## src/rtl/iq_pkg.sv

```systemverilog
// Shared types and helpers for the multi-channel I/Q power accumulator.
// Width helpers keep the derived port widths consistent between the top and the bench.
package iq_pkg;

    typedef enum logic [1:0] {IDLE, SQ_I, SQ_Q, OUT} pwr_state_t;

    // Wide enough to hold any accumulator plus any sample without wrapping.
    localparam int SAT_W = 64;

    function automatic int ch_width(input int n_ch);
        return (n_ch > 1) ? $clog2(n_ch) : 1;
    endfunction

    function automatic int pwr_width(input int acc_w, input int nc_len);
        return 2 * acc_w + $clog2(nc_len);
    endfunction

    // Adds two sign-extended operands and clamps to a w-bit signed range.
    function automatic logic signed [SAT_W-1:0] sat_add(
        input logic signed [SAT_W-1:0] a,
        input logic signed [SAT_W-1:0] b,
        input int                      w
    );
        logic signed [SAT_W-1:0] sum;
        logic signed [SAT_W-1:0] hi;
        logic signed [SAT_W-1:0] lo;
        sum = a + b;
        hi  = (64'sd1 <<< (w - 1)) - 64'sd1;
        lo  = -(64'sd1 <<< (w - 1));
        if (sum > hi) begin
            return hi;
        end
        if (sum < lo) begin
            return lo;
        end
        return sum;
    endfunction

endpackage

```

## src/rtl/iq_sat_accum.sv

```systemverilog
// One channel's saturating coherent I/Q accumulator with snapshot-on-dump
// and a sticky saturation flag cleared when the window's output is taken.
module iq_sat_accum
    import iq_pkg::*;
#(
    parameter int IN_W  = 2,
    parameter int ACC_W = 16
) (
    input  logic                    clk,
    input  logic                    rst_n,
    input  logic                    in_valid,
    input  logic signed [IN_W-1:0]  in_i,
    input  logic signed [IN_W-1:0]  in_q,
    input  logic                    clear,
    input  logic                    snap,
    input  logic                    sat_clear,
    output logic signed [ACC_W-1:0] hold_i,
    output logic signed [ACC_W-1:0] hold_q,
    output logic                    sat
);

    logic signed [IN_W-1:0]  sample [2];
    logic signed [ACC_W-1:0] hold   [2];
    logic [1:0]              clip;
    logic                    sat_reg;

    assign sample[0] = in_i;
    assign sample[1] = in_q;

    // Lane 0 is I, lane 1 is Q; both lanes behave identically.
    for (genvar gi = 0; gi < 2; gi++) begin : g_lane
        logic signed [ACC_W-1:0] acc_reg;
        logic signed [ACC_W-1:0] hold_reg;
        logic signed [ACC_W-1:0] acc_next;
        logic signed [SAT_W-1:0] raw_sum;
        logic signed [SAT_W-1:0] clamped;

        assign raw_sum   = SAT_W'(acc_reg) + SAT_W'(sample[gi]);
        assign clamped   = sat_add(SAT_W'(acc_reg), SAT_W'(sample[gi]), ACC_W);
        assign clip[gi]  = in_valid && (clamped != raw_sum);
        assign acc_next  = in_valid ? clamped[ACC_W-1:0] : acc_reg;
        assign hold[gi]  = hold_reg;

        always_ff @(posedge clk or negedge rst_n) begin
            if (!rst_n) begin
                acc_reg  <= '0;
                hold_reg <= '0;
            end else begin
                // A sample arriving with the dump belongs to the closing period.
                acc_reg <= clear ? '0 : acc_next;
                if (snap) begin
                    hold_reg <= acc_next;
                end
            end
        end
    end

    always_ff @(posedge clk or negedge rst_n) begin
        if (!rst_n) begin
            sat_reg <= 1'b0;
        end else begin
            sat_reg <= (sat_reg & ~sat_clear) | (|clip);
        end
    end

    assign hold_i = hold[0];
    assign hold_q = hold[1];
    assign sat    = sat_reg;

endmodule

```

## src/rtl/iq_power_accum.sv

```systemverilog
// Multi-channel coherent I/Q accumulation with a time-shared squarer,
// non-coherent power summation and a one-channel-per-beat valid/ready output.
module iq_power_accum
    import iq_pkg::*;
#(
    parameter  int N_CH   = 4,
    parameter  int IN_W   = 2,
    parameter  int ACC_W  = 16,
    parameter  int NC_LEN = 4,
    localparam int CH_W   = ch_width(N_CH),
    localparam int P_W    = pwr_width(ACC_W, NC_LEN)
) (
    input  logic                    clk,
    input  logic                    rst_n,
    input  logic                    in_valid,
    input  logic [N_CH*IN_W-1:0]    in_i,
    input  logic [N_CH*IN_W-1:0]    in_q,
    input  logic                    dump,
    output logic                    out_valid,
    input  logic                    out_ready,
    output logic [CH_W-1:0]         out_ch,
    output logic signed [ACC_W-1:0] out_i,
    output logic signed [ACC_W-1:0] out_q,
    output logic [P_W-1:0]          out_power,
    output logic                    out_sat,
    output logic                    busy,
    output logic                    dump_miss
);

    localparam int NCC_W = (NC_LEN > 1) ? $clog2(NC_LEN) : 1;
    localparam int SQ_W  = 2 * ACC_W;
    localparam logic [NCC_W-1:0] NC_LAST = NCC_W'(NC_LEN - 1);
    localparam logic [CH_W-1:0]  CH_LAST = CH_W'(N_CH - 1);

    pwr_state_t              state_reg;
    logic [CH_W-1:0]         ch_reg;
    logic [SQ_W-1:0]         sq_reg;
    logic [NCC_W-1:0]        nc_cnt_reg;
    logic [P_W-1:0]          nc_acc_reg [N_CH];
    logic                    out_valid_reg;
    logic [CH_W-1:0]         out_ch_reg;
    logic signed [ACC_W-1:0] out_i_reg;
    logic signed [ACC_W-1:0] out_q_reg;
    logic [P_W-1:0]          out_power_reg;
    logic                    out_sat_reg;
    logic                    dump_miss_reg;

    logic signed [ACC_W-1:0] hold_i [N_CH];
    logic signed [ACC_W-1:0] hold_q [N_CH];
    logic [N_CH-1:0]         sat_vec;
    logic [N_CH-1:0]         sat_clr;
    logic                    dump_ok;

    assign dump_ok = dump && (state_reg == IDLE);

    for (genvar gi = 0; gi < N_CH; gi++) begin : g_ch
        assign sat_clr[gi] = (state_reg == OUT) && out_ready && (ch_reg == CH_W'(gi));

        iq_sat_accum #(
            .IN_W  (IN_W),
            .ACC_W (ACC_W)
        ) u_acc (
            .clk       (clk),
            .rst_n     (rst_n),
            .in_valid  (in_valid),
            .in_i      (in_i[gi*IN_W +: IN_W]),
            .in_q      (in_q[gi*IN_W +: IN_W]),
            .clear     (dump),
            .snap      (dump_ok),
            .sat_clear (sat_clr[gi]),
            .hold_i    (hold_i[gi]),
            .hold_q    (hold_q[gi]),
            .sat       (sat_vec[gi])
        );
    end

    // Single squarer: I in SQ_I, Q in SQ_Q. Squaring the magnitude keeps
    // the most negative value exact (its magnitude fits as unsigned).
    logic signed [ACC_W-1:0] sq_sel;
    logic [ACC_W-1:0]        sq_mag;
    logic [SQ_W-1:0]         sq_val;
    logic [P_W-1:0]          pwr_sum;
    logic                    is_final;
    logic                    last_ch;

    always_comb begin
        sq_sel = hold_i[ch_reg];
        if (state_reg == SQ_Q) begin
            sq_sel = hold_q[ch_reg];
        end
    end

    assign sq_mag   = sq_sel[ACC_W-1] ? ACC_W'(-sq_sel) : ACC_W'(sq_sel);
    assign sq_val   = SQ_W'(sq_mag) * SQ_W'(sq_mag);
    assign pwr_sum  = nc_acc_reg[ch_reg] + P_W'(sq_reg) + P_W'(sq_val);
    assign is_final = (nc_cnt_reg == NC_LAST);
    assign last_ch  = (ch_reg == CH_LAST);

    always_ff @(posedge clk or negedge rst_n) begin
        if (!rst_n) begin
            state_reg     <= IDLE;
            ch_reg        <= '0;
            sq_reg        <= '0;
            nc_cnt_reg    <= '0;
            for (int c = 0; c < N_CH; c++) begin
                nc_acc_reg[c] <= '0;
            end
            out_valid_reg <= 1'b0;
            out_ch_reg    <= '0;
            out_i_reg     <= '0;
            out_q_reg     <= '0;
            out_power_reg <= '0;
            out_sat_reg   <= 1'b0;
            dump_miss_reg <= 1'b0;
        end else begin
            dump_miss_reg <= dump && (state_reg != IDLE);
            case (state_reg)
                IDLE: begin
                    if (dump) begin
                        ch_reg    <= '0;
                        state_reg <= SQ_I;
                    end
                end
                SQ_I: begin
                    sq_reg    <= sq_val;
                    state_reg <= SQ_Q;
                end
                SQ_Q: begin
                    nc_acc_reg[ch_reg] <= pwr_sum;
                    if (is_final) begin
                        // Output registers are loaded once and held through any stall.
                        out_valid_reg <= 1'b1;
                        out_ch_reg    <= ch_reg;
                        out_i_reg     <= hold_i[ch_reg];
                        out_q_reg     <= hold_q[ch_reg];
                        out_power_reg <= pwr_sum;
                        out_sat_reg   <= sat_vec[ch_reg];
                        state_reg     <= OUT;
                    end else if (last_ch) begin
                        nc_cnt_reg <= nc_cnt_reg + 1'b1;
                        state_reg  <= IDLE;
                    end else begin
                        ch_reg    <= ch_reg + 1'b1;
                        state_reg <= SQ_I;
                    end
                end
                OUT: begin
                    if (out_ready) begin
                        out_valid_reg      <= 1'b0;
                        nc_acc_reg[ch_reg] <= '0;
                        if (last_ch) begin
                            nc_cnt_reg <= '0;
                            state_reg  <= IDLE;
                        end else begin
                            ch_reg    <= ch_reg + 1'b1;
                            state_reg <= SQ_I;
                        end
                    end
                end
                default: state_reg <= IDLE;
            endcase
        end
    end

    assign out_valid = out_valid_reg;
    assign out_ch    = out_ch_reg;
    assign out_i     = out_i_reg;
    assign out_q     = out_q_reg;
    assign out_power = out_power_reg;
    assign out_sat   = out_sat_reg;
    assign busy      = (state_reg != IDLE);
    assign dump_miss = dump_miss_reg;

endmodule

```

## config.mk

```make
export PLATFORM = sky130hd
export DESIGN_NAME = iq_power_accum
export DESIGN_NICKNAME = d
export VERILOG_FILES = /design/src/rtl/iq_pkg.sv /design/src/rtl/iq_sat_accum.sv /design/src/rtl/iq_power_accum.sv
export SDC_FILE = /design/constraint.sdc
export NUM_CORES = 2
export LEC_CHECK = 0
export BUFFER_PORTS_ARGS = -buffer_cell sky130_fd_sc_hd__buf_2
export CAP_MARGIN = 20
export CORE_ASPECT_RATIO = 0.5
export CORE_UTILIZATION = 46
export DETAILED_ROUTE_END_ITERATION = 8
export PLACE_DENSITY_LB_ADDON = 0.25
export SLEW_MARGIN = 25
export SYNTH_ARGS = -nofsm -noshare
export SYNTH_HDL_FRONTEND = slang
export SYNTH_SLANG_ARGS = --single-unit
```

## constraint.sdc

```tcl
create_clock -name clk -period 16.1 [get_ports clk]
set_input_delay 0 -clock clk [delete_from_list [all_inputs] [get_ports clk]]
set_output_delay 0 -clock clk [all_outputs]
set_load 0.05 [all_outputs]
```

==> impl_table.tex <==
\begin{tabular}{lr}
\hline
Metric & Value \\
\hline
\multicolumn{2}{l}{\textbf{STA}} \\
\quad Final setup margin & approximately 2.9 ns \\
\quad Number of pins with negative max-slew slack in the final report & 0 \\
\quad TNS Setup & 0 ns \\
\quad Share of the clock period used by the worst path & 82.0\% \\
\quad Worst max-slew margin expressed relative to the limit & roughly a quarter \\
\quad Minimum period implied by the final worst setup slack & between 10 and 15 ns \\
\quad Achievable clock frequency & $\sim$76 MHz \\
\quad Setup clock skew after layout & $\sim$0.054 ns \\
\quad Hold violation count in the final report & 0 \\
\quad Setup repair after global routing missed its margin & no \\
\quad Actual transition at the worst max-transition pin & roughly 1.1 ns \\
\quad Number of failing setup endpoints in the final timing report & 0 \\
\multicolumn{2}{l}{\textbf{Worst setup path}} \\
\quad Setup crit start kind & flip-flop \\
\quad Critical Path Most Common Cell & sky130\_fd\_sc\_hd\_\_fa\_1 \\
\quad Endpoint type of the worst setup path & flip-flop \\
\quad FF-to-FF path depth & 40 \\
\quad Category of cells accounting for the largest share of critical-path delay & adder cells \\
\quad CP arrival & between 10 and 15 ns \\
\quad Crit path largest cell delay & between 0.8 and 0.9 ns \\
\quad Highest-delay cell along the critical path & sky130\_fd\_sc\_hd\_\_dfrtp\_4 \\
\quad Worst flop-to-flop path endpoint & nc\_acc\_reg[99] \\
\quad Required time of the critical path & 16.58 ns \\
\quad Critical path class & flip-flop to flip-flop \\
\quad Worst-path fanout max & 32 \\
\quad Buffers and inverters on the worst path & 6 \\
\quad Origin of the critical flop-to-flop path & ch\_reg[1] \\
\quad Setup slack on the worst flop-to-flop path & roughly 2.9 ns \\
\multicolumn{2}{l}{\textbf{Floorplan}} \\
\quad Vertical extent of the die & 204 µm \\
\quad Core Footprint & roughly 0.08 mm² \\
\quad Top-level I/O count & 93 \\
\quad X dimension of the die & roughly 410 µm \\
\quad Starting density of the core & 47.0\% \\
\quad Row count & 73 \\
\quad Full die area & 0.0832 mm² \\
\multicolumn{2}{l}{\textbf{Layout}} \\
\quad Count of placed standard cells in the final layout, fillers left out & 5151 \\
\quad Max FFs per register & 136 \\
\quad Post-layout nets & roughly 4500 \\
\quad Number of antenna diodes & 0 \\
\quad Area added between synthesis and finish & 8.56\% \\
\quad Number of filler cells placed in the layout & between 7000 and 8000 \\
\quad Share of final-layout standard cells stronger than drive strength 1 & about 8.4\% \\
\multicolumn{2}{l}{\textbf{Logic synthesis}} \\
\quad Count of different cell masters after synthesis & 84 \\
\quad Post-synthesis cell count & around 4000 \\
\quad Fraction of registers with async set or reset after synthesis & 100\% \\
\quad Most used flip-flop cell after synthesis & sky130\_fd\_sc\_hd\_\_dfrtp\_1 \\
\quad Synth Register Bits & between 500 and 600 \\
\quad Count of flip-flops with a built-in enable after synthesis & 0 \\
\quad Combined area of all synthesized cells & 0.0377 mm² \\
\quad Warnings from Yosys & 0 \\
\quad Sequential area share after synthesis & roughly a third \\
\quad Syn avg cell area & 9.40 µm² \\
\multicolumn{2}{l}{\textbf{Placement}} \\
\quad Dpl hpwl & 75.7 mm \\
\quad \# port buffers & 92 \\
\quad Worst Setup Slack post-DPL & between 2 and 3 ns \\
\quad Inst Count DP & $\sim$5100 \\
\quad Routability-driven placement congestion ratio & 0.928 \\
\multicolumn{2}{l}{\textbf{Run}} \\
\quad \# Max-Cap Violations & 0 \\
\multicolumn{2}{l}{\textbf{Clocking}} \\
\quad CTS clk-pin slew, worst paths & about 0.070 ns \\
\quad Clock sinks & between 500 and 600 \\
\quad Number of H-tree levels & 2 \\
\quad Later-pin clock latency in the skew report & about 0.64 ns \\
\quad Setup Buffers After CTS & 0 \\
\quad Number of buffers on the longest clock path & 3 \\
\quad CTS tree & yes \\
\quad Cell at the root of the clock tree & sky130\_fd\_sc\_hd\_\_clkbuf\_16 \\
\quad TritonCTS buffer count & 49 \\
\multicolumn{2}{l}{\textbf{Detailed routing}} \\
\quad DR pass1 iterations & 6 \\
\quad Via count & 30000 \\
\quad Remaining antenna violation count after routing & 0 \\
\quad Final wirelength & $\sim$100 mm \\
\quad Routed wire per std cell & 20.4 µm \\
\quad Iteration-0 DRC count of the detailed router & around 2200 \\
\quad Via-to-Cell Ratio & roughly 5.8 \\
\quad Remaining DRCs & 0 \\
\multicolumn{2}{l}{\textbf{Global route}} \\
\quad Pin count of the biggest net entering global routing & roughly 160 \\
\quad Number of global-route vias before repair & 29600 \\
\quad Global-route wire length before repair & between 150 and 200 mm \\
\quad GRT Total Usage & between 20\% and 30\% \\
\quad Grt ovf & 0 \\
\quad Initial antenna violation count & 0 \\
\multicolumn{2}{l}{\textbf{Hold path}} \\
\quad Kind of path behind the tightest hold check & input pin to asynchronous set/reset pin \\
\multicolumn{2}{l}{\textbf{Status}} \\
\quad Status & finished, final reports clean \\
\hline
\end{tabular}
-- cell usage after synthesis, types with 9 or more instances --
cell	count	area share [%]
sky130_fd_sc_hd__a21boi_0	9	0.18
sky130_fd_sc_hd__a41o_1	23	0.61
sky130_fd_sc_hd__a21o_1	91	1.8
sky130_fd_sc_hd__buf_1	9	0.090
sky130_fd_sc_hd__ha_1	264	8.8
sky130_fd_sc_hd__or2_2	9	0.15
sky130_fd_sc_hd__and2_1	29	0.48
sky130_fd_sc_hd__nand2_1	415	4.1
sky130_fd_sc_hd__a31oi_1	20	0.33
sky130_fd_sc_hd__xor2_1	70	1.6
sky130_fd_sc_hd__o211ai_1	23	0.46
sky130_fd_sc_hd__fa_1	200	11
sky130_fd_sc_hd__nor2b_1	27	0.45
sky130_fd_sc_hd__and2_0	10	0.17
sky130_fd_sc_hd__clkbuf_1	157	1.6
sky130_fd_sc_hd__nor3_1	47	0.62
sky130_fd_sc_hd__nand2b_1	27	0.45
sky130_fd_sc_hd__or3_1	24	0.40
sky130_fd_sc_hd__a22oi_1	13	0.26
sky130_fd_sc_hd__o31ai_1	27	0.54
sky130_fd_sc_hd__a32o_1	9	0.24
sky130_fd_sc_hd__nor2_1	323	3.2
sky130_fd_sc_hd__a22o_1	109	2.5
sky130_fd_sc_hd__and3_1	70	1.2
sky130_fd_sc_hd__a211o_1	10	0.23
sky130_fd_sc_hd__nand4_1	11	0.18
sky130_fd_sc_hd__dfrtp_1	504	33
sky130_fd_sc_hd__xnor2_1	112	2.6
sky130_fd_sc_hd__o21a_1	32	0.64
sky130_fd_sc_hd__mux2_2	40	1.2
sky130_fd_sc_hd__inv_1	399	4.0
sky130_fd_sc_hd__o21ai_0	306	4.1
sky130_fd_sc_hd__o21bai_1	29	0.58
sky130_fd_sc_hd__a21oi_1	234	3.1
sky130_fd_sc_hd__a211oi_1	29	0.58
sky130_fd_sc_hd__mux2i_1	65	1.7
sky130_fd_sc_hd__nand3_1	35	0.46
sky130_fd_sc_hd__mux4_2	51	3.0
sky130_fd_sc_hd__o22ai_1	20	0.33
-- logic make-up (layout without fill, tap and decap cells) --
logic type	count (synthesis)	count (layout)	synth area share (%)
compound gates	1053	1053	18.1
xor+xnor	184	184	4.31
fa+ha+maj	471	471	19.6
buf+inv	584	628	6.00
flops	504	504	33.4
mux	158	158	6.05
other cells	2	11	0.0199
simple gates	1055	1055	12.5
-- routing by layer --
layer | wire (µm) | global-route usage [%] | part of all wire, % | up-vias
li1 | - | - | - | 13900
met3 | 5730 | 3.02 | 5.5 | 144
met4 | 2690 | 6.85 | 2.6 | 0
met1 | 47400 | 36.0 | 45 | 15100
met5 | 0 | 0 | 0 | -
met2 | 49100 | 41.3 | 47 | 875
-- layout make-up --
class	instances	area, µm²	area share, %
clock inverter	13	186	0.455
clock buffer	71	1400	3.42
inverter	404	1520	3.70
timing repair buffer	140	898	2.19
tap	1087	1360	3.32
multi-input combinational	2932	23000	56.1
sequential	504	12600	30.8
-- through the flow --
step	util (%)	hold slack [ns]	area, µm²
detailed placement	48.8	0.111	39200
CTS	50.9	0.0418	40900
global placement	48.8	0.103	39200
finish	51.0	0.0341	40900
global route	51.0	0.116	40900
floorplan	-	-0.296	37700
-- worst max-delay path by stage --
stage	startpoint	end	cells after the start
final	ch_reg[1]	nc_acc_reg[99]	40
after global routing	ch_reg[1]	nc_acc_reg[65]	40
after CTS	ch_reg[1]	out_power[32]	41
after detailed placement	ch_reg[1]	out_power[32]	41
after global placement	ch_reg[1]	out_power[32]	43
after floorplan	ch_reg[1]	out_power[33]	45
-- cells in the final DEF (no fill, tap or decap), types with 11 or more instances in the layout --
cell	netlist	routed
sky130_fd_sc_hd__a211oi_1	29	28
sky130_fd_sc_hd__a21o_1	91	91
sky130_fd_sc_hd__a21oi_1	234	233
sky130_fd_sc_hd__a22o_1	109	109
sky130_fd_sc_hd__a22oi_1	13	13
sky130_fd_sc_hd__a31oi_1	20	20
sky130_fd_sc_hd__a41o_1	23	23
sky130_fd_sc_hd__and2_1	29	26
sky130_fd_sc_hd__and3_1	70	70
sky130_fd_sc_hd__buf_2	4	90
sky130_fd_sc_hd__buf_4	3	34
sky130_fd_sc_hd__clkbuf_1	157	13
sky130_fd_sc_hd__clkbuf_16	0	49
sky130_fd_sc_hd__conb_1	2	11
sky130_fd_sc_hd__dfrtp_1	504	502
sky130_fd_sc_hd__dlygate4sd3_1	0	13
sky130_fd_sc_hd__fa_1	200	200
sky130_fd_sc_hd__ha_1	264	264
sky130_fd_sc_hd__inv_1	399	399
sky130_fd_sc_hd__mux2_2	40	40
sky130_fd_sc_hd__mux2i_1	65	65
sky130_fd_sc_hd__mux4_2	51	51
sky130_fd_sc_hd__nand2_1	415	409
sky130_fd_sc_hd__nand2b_1	27	26
sky130_fd_sc_hd__nand3_1	35	35
sky130_fd_sc_hd__nand4_1	11	11
sky130_fd_sc_hd__nor2_1	323	319
sky130_fd_sc_hd__nor2b_1	27	26
sky130_fd_sc_hd__nor3_1	47	47
sky130_fd_sc_hd__o211ai_1	23	23
sky130_fd_sc_hd__o21a_1	32	32
sky130_fd_sc_hd__o21ai_0	306	306
sky130_fd_sc_hd__o21bai_1	29	29
sky130_fd_sc_hd__o22ai_1	20	20
sky130_fd_sc_hd__o31ai_1	27	27
sky130_fd_sc_hd__or3_1	24	24
sky130_fd_sc_hd__xnor2_1	112	112
sky130_fd_sc_hd__xor2_1	70	67
-- what timing repair did --
item	CTS	global route
setup endpoints to repair	0	0
gates resized for setup	0	0
hold endpoints to repair	145	0
hold buffers	13	0
Power is not shown: default switching activity piles up to over one toggle a cycle in this logic, so the estimate is an artifact.
